===== src/rtl/time_keep_ctrl.sv =====
// 24-hour BCD time-of-day keeper with IDLE/RUN/PAUSE control and manual
// minute/hour adjust while stopped; all outputs registered.
module time_keep_ctrl (
  input  logic       clk,
  input  logic       rst_n,
  input  logic       tick_1hz,
  input  logic       start_pulse,
  input  logic       pause_pulse,
  input  logic       min_pulse,
  input  logic       hour_pulse,
  output logic [1:0] hr1,
  output logic [3:0] hr0,
  output logic [2:0] min1,
  output logic [3:0] min0,
  output logic [2:0] sec1,
  output logic [3:0] sec0,
  output logic [1:0] state,
  output logic       day_wrap
);

  typedef enum logic [1:0] {
    IDLE    = 2'b00,
    RUN     = 2'b01,
    PAUSE   = 2'b10,
    ILLEGAL = 2'b11
  } state_t;

  state_t cur, nxt;

  logic [1:0] n_hr1;
  logic [3:0] n_hr0;
  logic [2:0] n_min1;
  logic [3:0] n_min0;
  logic [2:0] n_sec1;
  logic [3:0] n_sec0;
  logic       n_wrap;

  logic [1:0] inc_hr1;
  logic [3:0] inc_hr0;
  logic [2:0] inc_min1;
  logic [3:0] inc_min0;
  logic       sec_max, min_max, hr_max;
  logic       count, adjust;

  assign state = cur;

  always_comb begin
    nxt = cur;
    case (cur)
      IDLE:    if (start_pulse) nxt = RUN;
      RUN:     if (pause_pulse) nxt = PAUSE;
      PAUSE:   if (start_pulse || pause_pulse) nxt = RUN;
      default: nxt = IDLE;
    endcase
  end

  assign sec_max = (sec1 == 3'd5) && (sec0 == 4'd9);
  assign min_max = (min1 == 3'd5) && (min0 == 4'd9);
  assign hr_max  = (hr1 == 2'd2) && (hr0 == 4'd3);
  assign count   = (cur == RUN) && tick_1hz;
  assign adjust  = (cur == IDLE) || (cur == PAUSE);

  // Shared mod-60 / mod-24 incrementers used by both the carry chain and adjust.
  always_comb begin
    inc_min0 = min0 + 4'd1;
    inc_min1 = min1;
    if (min0 == 4'd9) begin
      inc_min0 = '0;
      inc_min1 = min_max ? '0 : min1 + 3'd1;
    end
    inc_hr0 = hr0 + 4'd1;
    inc_hr1 = hr1;
    if (hr_max) begin
      inc_hr0 = '0;
      inc_hr1 = '0;
    end else if (hr0 == 4'd9) begin
      inc_hr0 = '0;
      inc_hr1 = hr1 + 2'd1;
    end
  end

  always_comb begin
    n_hr1  = hr1;
    n_hr0  = hr0;
    n_min1 = min1;
    n_min0 = min0;
    n_sec1 = sec1;
    n_sec0 = sec0;
    n_wrap = 1'b0;
    if (count) begin
      if (sec0 != 4'd9) begin
        n_sec0 = sec0 + 4'd1;
      end else begin
        n_sec0 = '0;
        if (sec1 != 3'd5) begin
          n_sec1 = sec1 + 3'd1;
        end else begin
          n_sec1 = '0;
          n_min1 = inc_min1;
          n_min0 = inc_min0;
          if (min_max) begin
            n_hr1 = inc_hr1;
            n_hr0 = inc_hr0;
          end
        end
      end
      n_wrap = sec_max && min_max && hr_max;
    end else if (adjust) begin
      if (min_pulse) begin
        n_min1 = inc_min1;
        n_min0 = inc_min0;
      end
      if (hour_pulse) begin
        n_hr1 = inc_hr1;
        n_hr0 = inc_hr0;
      end
    end
  end

  always_ff @(posedge clk) begin
    if (!rst_n) begin
      cur      <= IDLE;
      hr1      <= '0;
      hr0      <= '0;
      min1     <= '0;
      min0     <= '0;
      sec1     <= '0;
      sec0     <= '0;
      day_wrap <= 1'b0;
    end else begin
      cur      <= nxt;
      hr1      <= n_hr1;
      hr0      <= n_hr0;
      min1     <= n_min1;
      min0     <= n_min0;
      sec1     <= n_sec1;
      sec0     <= n_sec0;
      day_wrap <= n_wrap;
    end
  end

endmodule


===== config.mk =====
export PLATFORM = sky130hd
export DESIGN_NAME = time_keep_ctrl
export DESIGN_NICKNAME = d
export VERILOG_FILES = /design/src/rtl/time_keep_ctrl.sv
export SDC_FILE = /design/constraint.sdc
export NUM_CORES = 1
export LEC_CHECK = 0
export BUFFER_PORTS_ARGS = -buffer_cell sky130_fd_sc_hd__buf_2
export CAP_MARGIN = 20
export CORE_MARGIN = 4
export CORE_UTILIZATION = 33
export CTS_CLUSTER_DIAMETER = 100
export DETAILED_ROUTE_END_ITERATION = 6
export HOLD_SLACK_MARGIN = 0.05
export PLACE_DENSITY_LB_ADDON = 0.12
export RECOVER_POWER = 25
export SLEW_MARGIN = 20
export SYNTH_ARGS = -nofsm -noshare
export SYNTH_HDL_FRONTEND = slang
export SYNTH_SLANG_ARGS = --single-unit

===== constraint.sdc =====
create_clock -name clk -period 5.3 [get_ports clk]
set_clock_uncertainty 0.05 [all_clocks]
set_input_delay 0.795 -clock clk [delete_from_list [all_inputs] [get_ports clk]]
set_output_delay 0.795 -clock clk [all_outputs]
set_load 0.01 [all_outputs]

==> qor.csv, run 1 <==
metric,value,unit
drv_slew,0,
ys.flop_type,dfxtp_1,
worstPathRequired,5490,ps
whs,447,ps
hold_violations,0,
yosysWarnings,0,
synth.top_cell.area_share,38.8,%
area_growth,15.8,%
worstSetupPathType,in -> reg,
cp_top_family,simple AND/OR/NAND/NOR gates,
status,finished clean,
grt_pass1_vias,932,
globalRoute.totalOverflow,0,
tightestPinTransition,862,ps
fin_nets,178,
synth-edff-count,0,
worstPathArrival,2720,ps
grt_use_total,11.9,%
die_h,68.0,µm
cp_max_fo,12,
h-tree-depth,1,
n_fill_cell,352,
cts_hold_buf,0,
start_util,34.7,%
synth_fp_nets,147,
ant_nets,0,
setup_viol,0,
max_stage_delay,570,ps
rsz0062_at_grt,no,
grt_max_degree,19,
cts_made_buffers,3,
ys_async_sr_fraction,0,%
fp.dieW,68.0,µm
post-synth-top-area-cell,dfxtp_1,
postLayoutCellArea,0.00137,mm²
ys_types,41,
fmaxAchievable,395,MHz
clk_pin_slew,130,ps
slowest_stage,or4_1,
min_period,2530,ps
synthesis.area,0.00119,mm²
cts_setup_buffers,0,
dr.pass1.iters,4,
placed_area,0.00138,mm²
netlist_instances,136,
clk_latency,310,ps
hp-class,reg -> reg,
period_share,47.8,%
clock-sinks,23,
dieArea,0.00462,mm²
cts_tree,yes,
antenna_found_initial,0,
path_buf_inv,1,
ys_seq_area_share,38.8,%
clockBufferDepth,2,
syn_avg_cell_area,8.72,µm²
ios,30,
start_kind,input port,
core.rowCount,21,
drt_iter0_drc,34,
ir_drop,0.110,mV
viasPerCell,4.87,
netlist_top_cells_area,"dfxtp_1 (39%), nor2_1 (5.7%), a21oi_1 (5.5%)",
path_cells,buf_2 -> nand4b_1 -> nor3_1 -> a32oi_1 -> or4_1 -> a21oi_1,
ys_seq_elements,23,
wire_per_inst,11.6,µm
grt_pass1_wl,4220,µm
drc,0,
layout-drive-gt1-share,22.9,%
place.gp.congestion,0.753,
power_density,215,mW/mm²
root_buffer,clkbuf_4,
cts_resized,0,
maxCapViolCount,0,
num_vias,1032,
antennaDiodeCount,0,
portBuffers,29,
max-slew-margin-rel,42.6,%
wirelength,2460,µm
worstSetupEndpointType,register,
total_leakage_power,0.583,nW
hpwl,1860,µm
fin_setup_tns,0,ps
core,0.00342,mm²
worst reg2reg max path, cell delays in order (launching register included):
cell,delay [ps]
dfxtp_1,480
nand4b_1,280
nor3_1,480
a32oi_1,430
or4_1,580
a21oi_1,120
sequential cells by signal, indices dropped and copies added (netlist names):
signal	flops
min0	4
hr0	4
day_wrap	1
sec1	3
hr1	2
state	2
sec0	4
min1	3
cell type report:
| class | instances | area (µm²) | area share, % |
|---|---|---|---|
| repair buffers | 29 | 143 | 10.4 |
| well taps | 46 | 57.6 | 4.19 |
| inverters | 7 | 26.3 | 1.91 |
| flip-flops and latches | 23 | 460 | 33.5 |
| multi-input cells | 103 | 661 | 48.1 |
| clock buffers | 4 | 26.3 | 1.91 |
cell usage after synthesis, types with 3 or more instances:
cell type  number
a21oi_1        13
mux2i_1         5
nor2b_1         3
nor3_1          3
ha_1            4
nor2_1         18
dfxtp_1        23
inv_1           6
nand3_1         7
nand2_1        13
o21ai_0         4
cell families after synthesis:
logic type,synth area share (%)
adder cells (fa/ha/maj),4.22
buffers and inverters,3.27
AO/OA/AOI/OAI,15.6
flip-flops,38.8
multiplexers,5.17
AND/OR/NAND/NOR,30.0
XOR/XNOR,2.95
layer usage:
layer / global-route usage, % / routed length, µm / share of wire [%] / up-vias
met5: 0 / 0 / 0 / -
met4: 2.98 / 23 / 0.94 / 0
met3: 3.94 / 128 / 5.2 / 2
met2: 18.8 / 1110 / 45 / 22
met1: 15.6 / 1190 / 49 / 462
li1: - / - / - / 546
final timing paths:
path | startpoint | endpoint | slack [ps] | cells past startpoint
max reg2reg | state[0] | hr0[2] | 2820 | 5
max | tick_1hz | hr0[2] | 2770 | 6
min | min1[1] | min1[1] | 450 | 2
min reg2reg | min1[1] | min1[1] | 450 | 2
per-stage QoR:
stage                     power [mW]  util (%)  worst slack [ps]  cells
after floorplan                0.207         -              3220    136
after global placement         0.218      40.3              2850    208
after detailed placement       0.219      40.3              2800    208
after CTS                      0.301      41.1              3130    212
after global routing           0.313      40.2              2540    212
final                          0.295      40.2              2770    212
placed cells by master, fill, tap and decap left out, types with 2 or more instances in the layout:
cell type,n
buf_2,27
dfxtp_1,23
nor2_1,18
nand2_1,13
a21oi_1,13
nand3_1,7
inv_1,6
mux2i_1,5
nor3_1,4
o21ai_0,4
ha_1,4
nor2b_1,3
clkbuf_4,3
clkbuf_1,3
xnor2_1,2
nand2b_1,2
a211o_2,2
or3_1,2
xor2_1,2
o41ai_1,2
power breakdown:
| group | switching [mW] | internal [mW] |
|---|---|---|
| registers | 0.00647 | 0.177 |
| logic | 0.0172 | 0.0120 |
| clock network | 0.0526 | 0.0294 |
| total | 0.0763 | 0.219 |
Note: power is estimated with default switching activity, not from simulation.
==> run 2: changes to the inputs <==
ABC_AREA = 1   (was unset)
clock period = 2 ns   (was 5.3 ns; I/O delays follow)
==> qor.csv, run 2 <==
metric,value,unit,change
layout_common_cells,"nand2_1 (51), nor2_1 (30), inv_1 (24)",,"was buf_2 (27), dfxtp_1 (23), nor2_1 (18)"
cts_hold_buf,0,,unchanged
start_util,34.6,%,was 34.7%
antenna_found_initial,0,,unchanged
crit_start,state[1],,was tick_1hz
total_leakage_power,0.716,nW,was 0.583 nW
hold_violations,0,,unchanged
synth.top_cell.area_share,35.8,%,was 38.8%
core.rowCount,22,,was 21
postLayoutCellArea,0.00151,mm²,was 0.00137 mm²
cts_made_buffers,3,,unchanged
portBuffers,29,,unchanged
synth-edff-count,0,,unchanged
ir_drop,0.385,mV,was 0.110 mV
worstSetupEndpointType,register,,unchanged
muxShareOfSynthArea,0,%,was 5.17%
drv_slew,0,,unchanged
synthTopCellsByCount,"nand2_1 (51), nor2_1 (30), inv_1 (24)",,"was dfxtp_1 (23), nor2_1 (18), a21oi_1 (13), nand2_1 (13), nand3_1 (7)"
min_period,1610,ps,
p_total,0.889,mW,was 0.295 mW
cts_resized,0,,unchanged
grt_pass1_vias,1093,,was 932
die_h,70.4,µm,was 68.0 µm
reg2reg_to,hr1[0],,was hr0[2]
status,finished clean,,unchanged
clock-sinks,23,,unchanged
tightestPinTransition,400,ps,was 862 ps
worstPathArrival,1730,ps,was 2720 ps
yosysMostFrequentCell,nand2_1,,was dfxtp_1
globalRoute.totalOverflow,0,,unchanged
n_fill_cell,421,,was 352
dp_slack,459,ps,was 2800 ps
setup_viol,0,,unchanged
grt_pass1_wl,4690,µm,was 4220 µm
r2r_slack,390,ps,was 2820 ps
syn_avg_cell_area,6.69,µm²,was 8.72 µm²
netlist_instances,192,,was 136
fin_setup_tns,0,ps,unchanged
cts_setup_buffers,0,,unchanged
period_share,80.6,%,
ys.flop_type,dfxtp_1,,unchanged
area_growth,17.6,%,was 15.8%
rsz0062_at_grt,no,,unchanged
r2r_cells,10,,was 5
h-tree-depth,1,,unchanged
worstSetupPathType,reg -> reg,,was in -> reg
power_density,588,mW/mm²,was 215 mW/mm²
antennaDiodeCount,0,,unchanged
ys_seq_elements,23,,unchanged
synth-simple-area-share,40.3,%,was 30.0%
fin_util,40.7,%,was 40.2%
placed_area,0.00149,mm²,was 0.00138 mm²
grt_max_degree,13,,was 19
start_kind,register,,was input port
whs,281,ps,was 447 ps
clk_latency,260,ps,was 310 ps
netlist_top_cells_area,"dfxtp_1 (36%), nand2_1 (15%), nor2_1 (8.8%)",,"was dfxtp_1 (39%), nor2_1 (5.7%), a21oi_1 (5.5%)"
viasPerCell,4.43,,was 4.87
drc,0,,unchanged
num_vias,1206,,was 1032
grt_use_total,11.4,%,was 11.9%
root_buffer,clkbuf_8,,was clkbuf_4
ys_seq_area_share,35.8,%,was 38.8%
clockBufferDepth,2,,unchanged
crit_end,hr1[0],,was hr0[2]
ios,30,,unchanged
hpwl,2120,µm,was 1860 µm
wire_per_inst,9.92,µm,was 11.6 µm
cts_tree,yes,,unchanged
fmaxAchievable,621,MHz,
ant_nets,0,,unchanged
synth_top_family_by_area,simple AND/OR/NAND/NOR gates,,unchanged
top_regs,"hr0 (4), min0 (4), sec0 (4)",,unchanged
synthAdderAreaFrac,3.89,%,was 4.22%
cp_max_fo,7,,was 12
fin_cells,272,,was 212
dieArea,0.00496,mm²,was 0.00462 mm²
seqCellArea,460,µm²,unchanged
yosysWarnings,0,,unchanged
core,0.00372,mm²,was 0.00342 mm²
multi_input_area,702,µm²,was 661 µm²
dr.pass1.iters,6,,was 4
clk_pin_slew,80,ps,was 130 ps
fin_nets,236,,was 178
r2r_start,state[1],,was state[0]
max-slew-margin-rel,73.3,%,was 42.6%
ys_async_sr_fraction,0,%,unchanged
hp-class,in -> reg,,was reg -> reg
place.gp.congestion,0.819,,was 0.753
layout-drive-gt1-share,17.9,%,was 22.9%
fp.dieW,70.4,µm,was 68.0 µm
place_inst,268,,was 208
maxCapViolCount,0,,unchanged
post-synth-top-area-cell,dfxtp_1,,unchanged
synthesis.area,0.00128,mm²,was 0.00119 mm²
synth_compound_area_share,10.0,%,was 15.6%
drt_iter0_drc,59,,was 34
worstPathRequired,2110,ps,was 5490 ps
final_common_cell,nand2_1,,was buf_2
setup_ws,389,ps,was 2770 ps
synth_xor_area_share,1.36,%,was 2.95%
wirelength,2700,µm,was 2460 µm
synth_fp_nets,203,,was 147
ys_types,28,,was 41
-- run 2: final cells by class --
| cell class | count | area share, % |
|---|---|---|
| multi-input cells | 141 | 46.4 |
| repair buffers | 30 | 9.44 |
| flip-flops and latches | 23 | 30.5 |
| inverters | 26 | 6.71 |
| well taps | 48 | 3.97 |
| clock buffers | 4 | 2.98 |
-- run 2: cell families after synthesis --
| family | Yosys count |
|---|---|
| AO/OA/AOI/OAI | 23 |
| XOR/XNOR | 2 |
| adder cells (fa/ha/maj) | 4 |
| buffers and inverters | 28 |
| flip-flops | 23 |
| AND/OR/NAND/NOR | 112 |
-- run 2: layer usage --
| metal | wire, µm | vias to the layer above | GRT usage (%) |
|---|---|---|---|
| li1 | - | 673 | - |
| met2 | 1230 | 21 | 19.0 |
| met4 | 13 | 0 | 1.91 |
| met3 | 129 | 2 | 3.74 |
| met5 | 0 | - | 0 |
| met1 | 1330 | 510 | 14.4 |
-- run 2: critical path, stage by stage (launching register included) --
cell     delay (ps)
dfxtp_1         340
inv_1           100
nand3_1         300
inv_4           180
nand2_2          80
nand2_2         130
nand2_2         100
nor2_2          100
nand2_1          50
nand2_1          50
nor2_1           30
-- run 2: worst min-delay path by stage --
stage               slack (ps)       end        start  cells after the start
floorplan                  390  state[0]        rst_n                      2
detailed placement         450   min0[2]      min0[2]                      2
global placement           460   sec1[2]      sec1[2]                      2
CTS                        270  state[0]  start_pulse                      3
global route               300  state[0]  pause_pulse                      3
finish                     280  state[0]  start_pulse                      3
-- run 2: where the power goes --
| part | switching (mW) | internal [mW] |
|---|---|---|
| Clock | 0.146 | 0.142 |
| Sequential | 0.0144 | 0.471 |
| Combinational | 0.0745 | 0.0420 |
| Total | 0.234 | 0.655 |
